==> src/rtl/uart_rx_sequencer.sv <==
// UART receive sequencer: start qualification, centre sampling, shift strobes,
// parity/stop checks and a single-word holding buffer with valid/ready handoff.
module uart_rx_sequencer #(
  parameter int OVERSAMPLE = 16,
  parameter int DATA_BITS  = 8,
  parameter int PARITY_EN  = 1,
  parameter int PARITY_ODD = 1
) (
  input  logic                 sys_clk,
  input  logic                 rst,
  input  logic                 sample_tick,
  input  logic                 rxd,
  output logic                 shift,
  output logic                 sample_bit,
  output logic                 busy,
  output logic [DATA_BITS-1:0] rx_data,
  output logic                 rx_valid,
  input  logic                 rx_ready,
  output logic                 parity_err,
  output logic                 frame_err,
  output logic                 overrun
);

  localparam int CW = $clog2(OVERSAMPLE);
  localparam int BW = $clog2(DATA_BITS + 1);
  localparam logic [CW-1:0] CNT_MID  = CW'(OVERSAMPLE / 2 - 1);
  localparam logic [CW-1:0] CNT_LAST = CW'(OVERSAMPLE - 1);
  localparam logic [BW-1:0] BIT_LAST = BW'(DATA_BITS - 1);
  localparam logic          PAR_ODD  = (PARITY_ODD != 0);
  localparam logic          PAR_EN   = (PARITY_EN != 0);

  typedef enum logic [2:0] {S_IDLE, S_START, S_DATA, S_PARITY, S_STOP} state_e;

  state_e                 state_q, state_d;
  logic                   rxd_meta_q, rxd_meta_d, rxd_sync_q, rxd_sync_d;
  logic                   prev_q, prev_d;
  logic [CW-1:0]          cnt_q, cnt_d;
  logic [BW-1:0]          bit_cnt_q, bit_cnt_d;
  logic [DATA_BITS-1:0]   shreg_q, shreg_d;
  logic                   perr_pend_q, perr_pend_d, ferr_pend_q, ferr_pend_d;
  logic                   load_pend_q, load_pend_d;
  logic                   shift_q, shift_d, sample_bit_q, sample_bit_d, busy_q, busy_d;
  logic [DATA_BITS-1:0]   rx_data_q, rx_data_d;
  logic                   rx_valid_q, rx_valid_d, parity_err_q, parity_err_d;
  logic                   frame_err_q, frame_err_d, overrun_q, overrun_d;
  logic                   wrap;

  assign wrap = (cnt_q == CNT_LAST);

  always_comb begin
    state_d      = state_q;
    rxd_meta_d   = rxd;
    rxd_sync_d   = rxd_meta_q;
    prev_d       = prev_q;
    cnt_d        = cnt_q;
    bit_cnt_d    = bit_cnt_q;
    shreg_d      = shreg_q;
    perr_pend_d  = perr_pend_q;
    ferr_pend_d  = ferr_pend_q;
    load_pend_d  = 1'b0;
    shift_d      = 1'b0;
    sample_bit_d = sample_bit_q;
    busy_d       = busy_q;
    rx_data_d    = rx_data_q;
    rx_valid_d   = rx_valid_q;
    parity_err_d = parity_err_q;
    frame_err_d  = frame_err_q;
    overrun_d    = 1'b0;

    if (sample_tick) begin
      prev_d = rxd_sync_q;
      cnt_d  = wrap ? '0 : cnt_q + 1'b1;
      case (state_q)
        S_IDLE: if (!rxd_sync_q && prev_q) begin
          state_d = S_START;
          cnt_d   = '0;
          busy_d  = 1'b1;
        end
        S_START: if (cnt_q == CNT_MID) begin
          if (!rxd_sync_q) begin
            // Restart the count here so every later wrap lands on a bit centre.
            state_d     = S_DATA;
            cnt_d       = '0;
            bit_cnt_d   = '0;
            perr_pend_d = 1'b0;
          end else begin
            state_d = S_IDLE;
            busy_d  = 1'b0;
          end
        end
        S_DATA: if (wrap) begin
          shift_d      = 1'b1;
          sample_bit_d = rxd_sync_q;
          shreg_d      = {rxd_sync_q, shreg_q[DATA_BITS-1:1]};
          bit_cnt_d    = bit_cnt_q + 1'b1;
          if (bit_cnt_q == BIT_LAST) state_d = PAR_EN ? S_PARITY : S_STOP;
        end
        S_PARITY: if (wrap) begin
          perr_pend_d = ((^shreg_q) ^ rxd_sync_q) != PAR_ODD;
          state_d     = S_STOP;
        end
        S_STOP: if (wrap) begin
          ferr_pend_d = !rxd_sync_q;
          load_pend_d = 1'b1;
          state_d     = S_IDLE;
          busy_d      = 1'b0;
        end
        default: state_d = S_IDLE;
      endcase
    end

    if (rx_valid_q && rx_ready) rx_valid_d = 1'b0;
    // The completed word waits one cycle in shreg; a full, unaccepted buffer drops it.
    if (load_pend_q) begin
      if (!rx_valid_q || rx_ready) begin
        rx_data_d    = shreg_q;
        parity_err_d = perr_pend_q;
        frame_err_d  = ferr_pend_q;
        rx_valid_d   = 1'b1;
      end else begin
        overrun_d = 1'b1;
      end
    end
  end

  always_ff @(posedge sys_clk) begin
    if (rst) begin
      state_q      <= S_IDLE;
      rxd_meta_q   <= 1'b1;
      rxd_sync_q   <= 1'b1;
      prev_q       <= 1'b1;
      cnt_q        <= '0;
      bit_cnt_q    <= '0;
      shreg_q      <= '0;
      perr_pend_q  <= 1'b0;
      ferr_pend_q  <= 1'b0;
      load_pend_q  <= 1'b0;
      shift_q      <= 1'b0;
      sample_bit_q <= 1'b0;
      busy_q       <= 1'b0;
      rx_data_q    <= '0;
      rx_valid_q   <= 1'b0;
      parity_err_q <= 1'b0;
      frame_err_q  <= 1'b0;
      overrun_q    <= 1'b0;
    end else begin
      state_q      <= state_d;
      rxd_meta_q   <= rxd_meta_d;
      rxd_sync_q   <= rxd_sync_d;
      prev_q       <= prev_d;
      cnt_q        <= cnt_d;
      bit_cnt_q    <= bit_cnt_d;
      shreg_q      <= shreg_d;
      perr_pend_q  <= perr_pend_d;
      ferr_pend_q  <= ferr_pend_d;
      load_pend_q  <= load_pend_d;
      shift_q      <= shift_d;
      sample_bit_q <= sample_bit_d;
      busy_q       <= busy_d;
      rx_data_q    <= rx_data_d;
      rx_valid_q   <= rx_valid_d;
      parity_err_q <= parity_err_d;
      frame_err_q  <= frame_err_d;
      overrun_q    <= overrun_d;
    end
  end

  assign shift      = shift_q;
  assign sample_bit = sample_bit_q;
  assign busy       = busy_q;
  assign rx_data    = rx_data_q;
  assign rx_valid   = rx_valid_q;
  assign parity_err = parity_err_q;
  assign frame_err  = frame_err_q;
  assign overrun    = overrun_q;

endmodule

==> config.mk <==
export PLATFORM = sky130hd
export DESIGN_NAME = uart_rx_sequencer
export DESIGN_NICKNAME = d
export VERILOG_FILES = /design/src/rtl/uart_rx_sequencer.sv
export SDC_FILE = /design/constraint.sdc
export NUM_CORES = 1
export LEC_CHECK = 0
export CORE_MARGIN = 10
export CORE_UTILIZATION = 38
export CTS_BUF_LIST = sky130_fd_sc_hd__clkbuf_16
export DETAILED_ROUTE_END_ITERATION = 8
export PLACE_DENSITY = 0.63
export SYNTH_ARGS = -nofsm -noshare
export SYNTH_HDL_FRONTEND = slang
export SYNTH_SLANG_ARGS = --single-unit
==> constraint.sdc <==
create_clock -name sys_clk -period 2.7 [get_ports sys_clk]
set_input_delay 0.81 -clock sys_clk [delete_from_list [all_inputs] [get_ports sys_clk]]
set_output_delay 0.81 -clock sys_clk [all_outputs]
set_load 0.01 [all_outputs]
Word level (Yosys, flattened, before mapping) --
Cells that the tools add are included.
Storage, ports and cells: input port bits 5, logic and storage cells 92, output and inout bits 15, bits in registers 40
Operators by class: reductions and logical operators 20, multiplexer cells 31, equal/unequal tests 15, bitwise logic cells 6, add/subtract/negate cells 2
Operator list (number):
- 4-bit two-way mux | 7
- 3-bit two-way mux | 6
- 2-bit != test, second input constant | 8
- 4-bit case mux with 2 select lines | 2
- 3-bit case mux with 5 select lines | 1
- 1-bit two-way mux | 12
- 5-bit AND reduction | 2
- 4-bit by 1-bit adder with 4-bit output, second input constant | 2
- 4-bit by 3-bit == test with 1-bit output, second input constant | 2
- 8-bit parity | 1
- 7-bit AND reduction | 1
- 3-bit by 2-bit == test with 1-bit output, second input constant | 2
- 3-bit AND reduction | 2
- 6-bit AND reduction | 1
- 3-bit OR reduction | 2
- 1-bit inverter | 5
- 4-bit == test, second input constant | 1
- 2-bit nonzero test | 2
- 3-bit by 1-bit == test with 1-bit output, second input constant | 1
- 3-bit == test, second input constant | 1
- 3-bit logical NOT | 1
- 1-bit case mux with 3 select lines | 1
- 3-bit nonzero test | 1
- 1-bit logical AND | 2
- other kinds (7) | 8

Longest topological paths before layout --
Gate-level depths: netlist of the first run.
word-level depth 5, depth in mapped cells 7

Least setup slack after synthesis of the first run --
No wires, ideal clock.
kind reg2reg, start reg cnt_q[0], end reg bit_cnt_q[3], path slack 992 ps, library setup time 70 ps, required time 2630 ps, period minus slack after synthesis 1708 ps, arrival 1638 ps, cell stages (with the launch flop) 8, cells stage by stage dfxtp_1 -> ha_1 -> and3_1 -> buf_6 -> a32oi_2 -> or2_4 -> or3_1 -> a21oi_1
On the way: longest elaborated chain between the ends 3
Ends and longest elaborated chain:
- from (decl) | line 37 | logic [CW-1:0] cnt_q, cnt_d;
- from (signal assigned) | line 151 | cnt_q <= cnt_d;
- 4-bit by 3-bit == test with 1-bit output / 4-bit == test (equally long branches) | line 79, 48
- 2-bit != test (no line)
- 5-bit AND reduction (no line) *
- to (signal assigned) | line 152 | bit_cnt_q <= bit_cnt_d;
- to (decl) | line 38 | logic [BW-1:0] bit_cnt_q, bit_cnt_d;
Mark *: on every way between the ends. The rest lies on a longest branch, timed or not. A chain may end at the register's enable or synchronous reset.

==> results of run 1 <==
==> routing by layer <==
metal  vias to the layer above  global-route usage  part of all wire
met5                         -                   0                 0
met4                         0             0.03965             0.016
met3                         7             0.04963             0.061
met2                        16              0.1480              0.46
met1                       653              0.1103              0.47
li1                        705                   -                 -
==> registers in the layout, summed over array words and instances (netlist names) <==
signal and count:
prev_q 1, rx_valid 1, overrun 1, cnt_q 4, frame_err 1, load_pend_q 1
busy 1, rx_data 8, ferr_pend_q 1, perr_pend_q 1, shreg_q 8, rxd_sync_q 1
parity_err 1, shift 1, bit_cnt_q 4, state_q 3, rxd_meta_q 1
==> logic make-up after synthesis <==
group / count (synthesis)
flip-flops: 39
adder cells (fa/ha/maj): 2
AO/OA/AOI/OAI: 29
multiplexers: 21
AND/OR/NAND/NOR: 78
XOR/XNOR: 9
buffers and inverters: 16
==> power by group through the flow <==
stage	Clock (W)	Combinational, W	Sequential, W
after floorplan	0	0.0000397	0.000597
after global placement	0	0.0000550	0.000601
after detailed placement	0	0.0000549	0.000601
after CTS	0.000574	0.0000553	0.000588
after global routing	0.000601	0.0000611	0.000589
final	0.000558	0.0000544	0.000588
==> cells in the final DEF, fill, tap and decap left out, types with 2 or more instances in the layout <==
cell type and count:
o31ai_1 2, and3_2 2, inv_1 5, dfxtp_1 39, clkdlybuf4s50_1 19, nand3_1 4, nand2_1 10, nor3_1 4
ha_1 2, nor2_1 31, xnor2_1 6, nand2b_1 3, a21oi_1 13, nand4_1 2, o21ai_0 6, clkbuf_16 5
buf_4 4, or2_2 2, mux2i_1 20, a31oi_1 2, nor2b_1 3, xor2_1 2, or3_1 5
==> path summary, 6_finish.rpt <==
kind | from | endpoint | slack [ps] | cells after the start
max | shreg_q[7]$_SDFFE_PP0P_ | sample_bit | 610 | 1
min | rxd_meta_q$_SDFF_PP1_ | rxd_sync_q$_SDFF_PP1_ | 410 | 1
max reg2reg | cnt_q[0]$_SDFFE_PP0P_ | bit_cnt_q[3]$_SDFFE_PP0P_ | 710 | 6
min reg2reg | rxd_meta_q$_SDFF_PP1_ | rxd_sync_q$_SDFF_PP1_ | 410 | 1
==> final cells by class <==
type,count,area [um2]
clock buffers,5,125.1
clock inverters,2,13.76
repair buffers,23,220.2
multi-input cells,139,918.4
flip-flops and latches,39,780.7
fillers,454,2302
inverters,5,18.77
well taps,52,65.06
==> worst reg2reg max path, cell delays in order, from the launching register on <==
cell and delay, ps:
dfxtp_1 350, ha_1 240, and3_1 370, a32oi_2 200, or2_4 290, or3_1 350, a21oi_1 140
==> per-stage QoR <==
stage          hold WS, ps  total power [W]
4_1_cts              416.9         0.001217
6_report             413.1         0.001201
3_3_place_gp         398.5        0.0006558
5_1_grt              452.1         0.001251
3_5_place_dp         399.3        0.0006557
2_1_floorplan        389.5        0.0006366
==> metrics.md, run 1 <==
| Metric | Value |
|---|---|
| Netlist cell types | `42` |
| Net Count, Synth | `201` |
| Relative slew margins | `0.7008` |
| TritonCTS Buffers | `5` |
| Reg power frac | `0.490` |
| Drt first pass iters | `4` |
| Util after Layout | `0.4820` |
| Clk sinks | `39` |
| Final min period | `2094 ps` |
| First-pass GRT wire length | `5.947 mm` |
| Switching share of power | `0.2144` |
| Slowest CP cell | `clkdlybuf4s50_1` |
| Via density | `5.211` |
| Detailed Route Iter0 Violations | `91` |
| Max incr delay on CP | `580 ps` |
| Simple-Gate Fraction of Synth Area | `0.2274` |
| Post-route ant nets | `0` |
| Mapped Area | `1772 um2` |
| Max Cap Viol | `0` |
| Most common library cells after synthesis | `39 x dfxtp_1, 31 x nor2_1, 20 x mux2i_1` |
| Die Wd | `88.28 um` |
| Yosys reg bits | `39` |
| All-Layer GR Usage | `0.09611` |
| Logic gate share of total power | `0.045` |
| Compound-Gate Fraction of Synth Area | `0.1052` |
| Pwr dens | `560.5 nW/um2` |
| Synth Flop Type | `dfxtp_1` |
| Ant. Diodes | `0` |
| Core ar. | `4444 um2` |
| Placed Instances | `258` |
| Unrepaired setup endpoints after global routing | `no` |
| Hold Crit Class | `reg -> reg` |
| Slew Viols, Final | `0` |
| Post-synth EDFFs | `0` |
| Routed WL | `3.471 mm` |
| Clk Latency, worst-skew pair | `280 ps` |
| Largest cells by area after synthesis | `dfxtp_1 44%, mux2i_1 11%, nor2_1 6.6%` |
| Sequential area share after synthesis | `0.4407` |
| TritonCTS clock tree | `done` |
| Clk slew on worst S/H paths | `60 ps` |
| Root Driver | `clkbuf_16` |
| Chip height | `88.28 um` |
| Clk buf depth | `2` |
| GPL Wtd Cong | `0.7690` |
| WP data required | `1890 ps` |
| H-Tree Depth | `2` |
| Clock skew | `5.319 ps` |
| Mux cell area share after synthesis | `0.1194` |
| Delay-heaviest family, CP | `buffers and inverters` |
| Row count | `24` |
| Cts repair resizes | `0` |
| Psw | `0.0002574 W` |
| Post-route cell area | `2142 um2` |
| Status | `finished, final reports clean` |
| Share of layout cells above drive strength 1 | `0.1080` |
| Area of the die | `7793 um2` |
| Worst Setup End Kind | `output port` |
| Post-DP Area | `2003 um2` |
| Worst VDD drop | `428.8 uV` |
| Final Hold Fails | `0` |
| Setup Crit Path Kind | `reg -> out` |
| Largest family of logic cells by synthesized area | `simple AND/OR/NAND/NOR gates` |
| Nets | `220` |
| Post-DR wirelength/cell | `13.10 um` |
| DRC Markers | `0` |
| Pre-CTS setup slack | `370.2 ps` |
| CP bufs+invs | `1` |
| Vias in the first global route | `1,291` |
| Startpoint types | `flop` |
| HPWL Detailed | `2.429 mm` |
| Total gr overflow | `0` |
| Synth top area share | `0.4407` |
| Final Cycle Share | `0.7755` |
| DR vias | `1,381` |
| Int Pwr | `0.0009432 W` |
| TNS Setup | `0 ps` |
| Count leader, synth | `dfxtp_1` |
| Largest net degree at the start of global routing | `23` |
| Post-Synth Adder-Cell Area | `0.01412` |
| I/O Pins | `20` |
| CP cell instances | `clkdlybuf4s50_1` |
| Fin worst setup slack | `606.3 ps` |
| Initial antenna violation count | `0` |
| Worst Tran Pin Value | `448.2 ps` |
| Hold Buf Count CTS | `0` |
| PortBufs | `19` |
| Mapped Avg Cell Area | `9.132 um2` |
| Count of yosys warnings during synthesis | `0` |
| Leak pwr | `0.8357 nW` |
| CP Max Fanout | `5` |
| Final setup violation count | `0` |
| Worst Path Arrival | `1280 ps` |
| Cell accounting for the most synthesized area | `dfxtp_1` |
| # Post-CTS Setup Buffers | `0` |
| Starting density of the core | `0.3986` |
| Clk pwr share | `0.465` |
| Post-synth ARST share | `0` |
| Cell Count, Final, Fillers Out | `265` |
| XOR/XNOR Fraction of Synth Area | `0.05226` |
| Max Clock Freq | `0.4776 GHz` |
| Synthesized instance count | `194` |
| Area Overhead vs Synth | `20.90%` |
No activity file was read; power rests on OpenSTA's default activity.
==> inputs of run 2 (changes only) <==
==> constraint.sdc (replaced) <==
create_clock -name sys_clk -period 2.1 [get_ports sys_clk]
set_input_delay 0.63 -clock sys_clk [delete_from_list [all_inputs] [get_ports sys_clk]]
set_output_delay 0.63 -clock sys_clk [all_outputs]
set_load 0.01 [all_outputs]
==> run 2 against run 1 <==
Final area is 2.6% higher; first-iteration DRC count fell by 30%; critical path depth increased by 5; register-to-register slack worse by 580 ps; clock power is 50% higher; cell count grew 1.9%; via count decreased by 0.87%; largest power group is now clock; critical endpoint is now bit_cnt_q[3]$_SDFFE_PP0P_; utilization grew 1.2 points; routed wire length grew 4.2%; sequential cell count stayed put.
==> metrics.md, run 2 (synthesis gave the netlist of run 1 again) <==
| Metric | Value |
|---|---|
| Pwr dens | `758.5 nW/um2` |
| Max Cap Viol | `0` |
| Hold Buf Count CTS | `0` |
| Setup Crit Path Kind | `reg -> reg` |
| Total gr overflow | `0` |
| Most common cell after layout, fill and taps aside | `dfxtp_1` |
| Share of layout cells above drive strength 1 | `0.1239` |
| I/O Pins | `20` |
| Delay-heaviest family, CP | `simple AND/OR/NAND/NOR gates` |
| Vias in the first global route | `1,319` |
| Worst reg2reg startpoint | `cnt_q[0]$_SDFFE_PP0P_` |
| DRC Markers | `0` |
| Via density | `5.070` |
| Area of the die | `7793 um2` |
| # Post-CTS Setup Buffers | `0` |
| Worst Tran Pin Value | `433.1 ps` |
| Tot Pwr | `0.001666 W` |
| All-Layer GR Usage | `0.09839` |
| Worst Path Arrival | `2180 ps` |
| Critical R2R Capture | `bit_cnt_q[3]$_SDFFE_PP0P_` |
| Worst R2R Setup Slack | `130 ps` |
| Clk buf depth | `2` |
| CP cell instances | `ha_1 -> and3_1 -> a32oi_2 -> or2_4 -> or3_1 -> a21oi_1` |
| Slowest CP cell | `dfxtp_1` |
| Post-DP Area | `2033 um2` |
| Detailed Route Iter0 Violations | `64` |
| Chip height | `88.28 um` |
| Clock skew | `2.617 ps` |
| Hold Crit Endpoint | `rxd_sync_q$_SDFF_PP1_` |
| Final setup violation count | `0` |
| WHS Path Cells | `1` |
| HPWL Detailed | `2.454 mm` |
| GPL Wtd Cong | `0.8060` |
| H-Tree Depth | `2` |
| TritonCTS clock tree | `done` |
| Max incr delay on CP | `360 ps` |
| Initial antenna violation count | `0` |
| Row count | `24` |
| Leak pwr | `0.8684 nW` |
| PortBufs | `19` |
| Routed WL | `3.616 mm` |
| Ant. Diodes | `0` |
| Post-DR wirelength/cell | `13.39 um` |
| WP data required | `2320 ps` |
| Post-route cell area | `2197 um2` |
| Clk sinks | `39` |
| Relative slew margins | `0.7109` |
| CP bufs+invs | `0` |
| Hold Crit Class | `reg -> reg` |
| Setup crit start | `cnt_q[0]$_SDFFE_PP0P_` |
| Clk slew on worst S/H paths | `50 ps` |
| Max Clock Freq | `0.5079 GHz` |
| Starting density of the core | `0.3986` |
| Cts repair resizes | `0` |
| R2r worst-path depth | `6` |
| Worst Setup End Kind | `flop` |
| Worst VDD drop | `550.3 uV` |
| Status | `finished, final reports clean` |
| Post-route ant nets | `0` |
| Drt first pass iters | `4` |
| Root Driver | `clkbuf_16` |
| Slew Viols, Final | `0` |
| Nets | `224` |
| Final min period | `1969 ps` |
| Most frequent cells in the layout | `39 x dfxtp_1, 31 x nor2_1, 20 x mux2i_1` |
| Area Overhead vs Synth | `24.01%` |
| Final Hold Fails | `0` |
| Startpoint types | `flop` |
| CP Max Fanout | `6` |
| Die Wd | `88.28 um` |
| Largest net degree at the start of global routing | `22` |
| Hold path start | `rxd_meta_q$_SDFF_PP1_` |
| Final Cycle Share | `0.9376` |
| First-pass GRT wire length | `6.065 mm` |
| TritonCTS Buffers | `5` |
| Core ar. | `4444 um2` |
| Unrepaired setup endpoints after global routing | `no` |
| Clk Latency, worst-skew pair | `280 ps` |
| DR vias | `1,369` |
| Fillers | `414` |
run 2: cell types whose count changed in the layout (fill, tap and decap cells not counted), sizes merged:
cell	before	now
buf	4	8
bufinv	0	1
run 2: report_power, final:
group	leakage (nW)	switching (W)	internal, W
Sequential	0.315	0.00000912	0.000747
Combinational	0.472	0.0000377	0.0000347
Clock	0.0812	0.000284	0.000553
Total	0.868	0.000331	0.00134
run 2: worst max path at each step:
stage | slack, ps | cells after the start | end
after floorplan | 390 | 7 | bit_cnt_q[3]$_SDFFE_PP0P_
after global placement | -20 | 5 | state_q[1]$_SDFFE_PP0P_
after detailed placement | -40 | 5 | state_q[1]$_SDFFE_PP0P_
after CTS | 140 | 6 | bit_cnt_q[3]$_SDFFE_PP0P_
after global routing | 30 | 6 | bit_cnt_q[3]$_SDFFE_PP0P_
final | 130 | 6 | bit_cnt_q[3]$_SDFFE_PP0P_
run 2: final cells by class:
type,instances,area [um2],area share
sequential,39,780.7,0.3554
multi-input combinational,139,918.4,0.4180
clock buffer,5,125.1,0.05695
tap,52,65.06,0.02961
timing repair buffer,27,250.2,0.1139
inverter,5,18.77,0.008542
clock inverter,3,38.79,0.01765
run 2: through the flow:
stage          std cells  hold slack, ps  worst slack [ps]  setup TNS, ps    util
2_1_floorplan        194           389.5             391.9              0       -
3_3_place_gp         262           399.5            -22.62         -30.07  0.4575
4_1_cts              270           406.8             135.3              0  0.4944
5_1_grt              270           418.0             28.74              0  0.4944
6_report             270           406.1             131.1              0  0.4944
3_5_place_dp         262           393.7            -42.98         -71.04  0.4575
run 2: metal layers:
metal  up-vias  share of wire  track usage  wire [um]
li1        720              -            -          -
met1       629           0.46       0.1103       1675
met2        14           0.47       0.1581       1686
met3         6          0.054      0.04688        196
met4         0          0.016      0.03965         58
met5         -              0            0          0
run 2: worst reg2reg max path, stage by stage (launching register included):
cell and delay, ps:
dfxtp_1 360, ha_1 260, and3_1 350, a32oi_2 190, or2_4 280, or3_1 340, a21oi_1 130
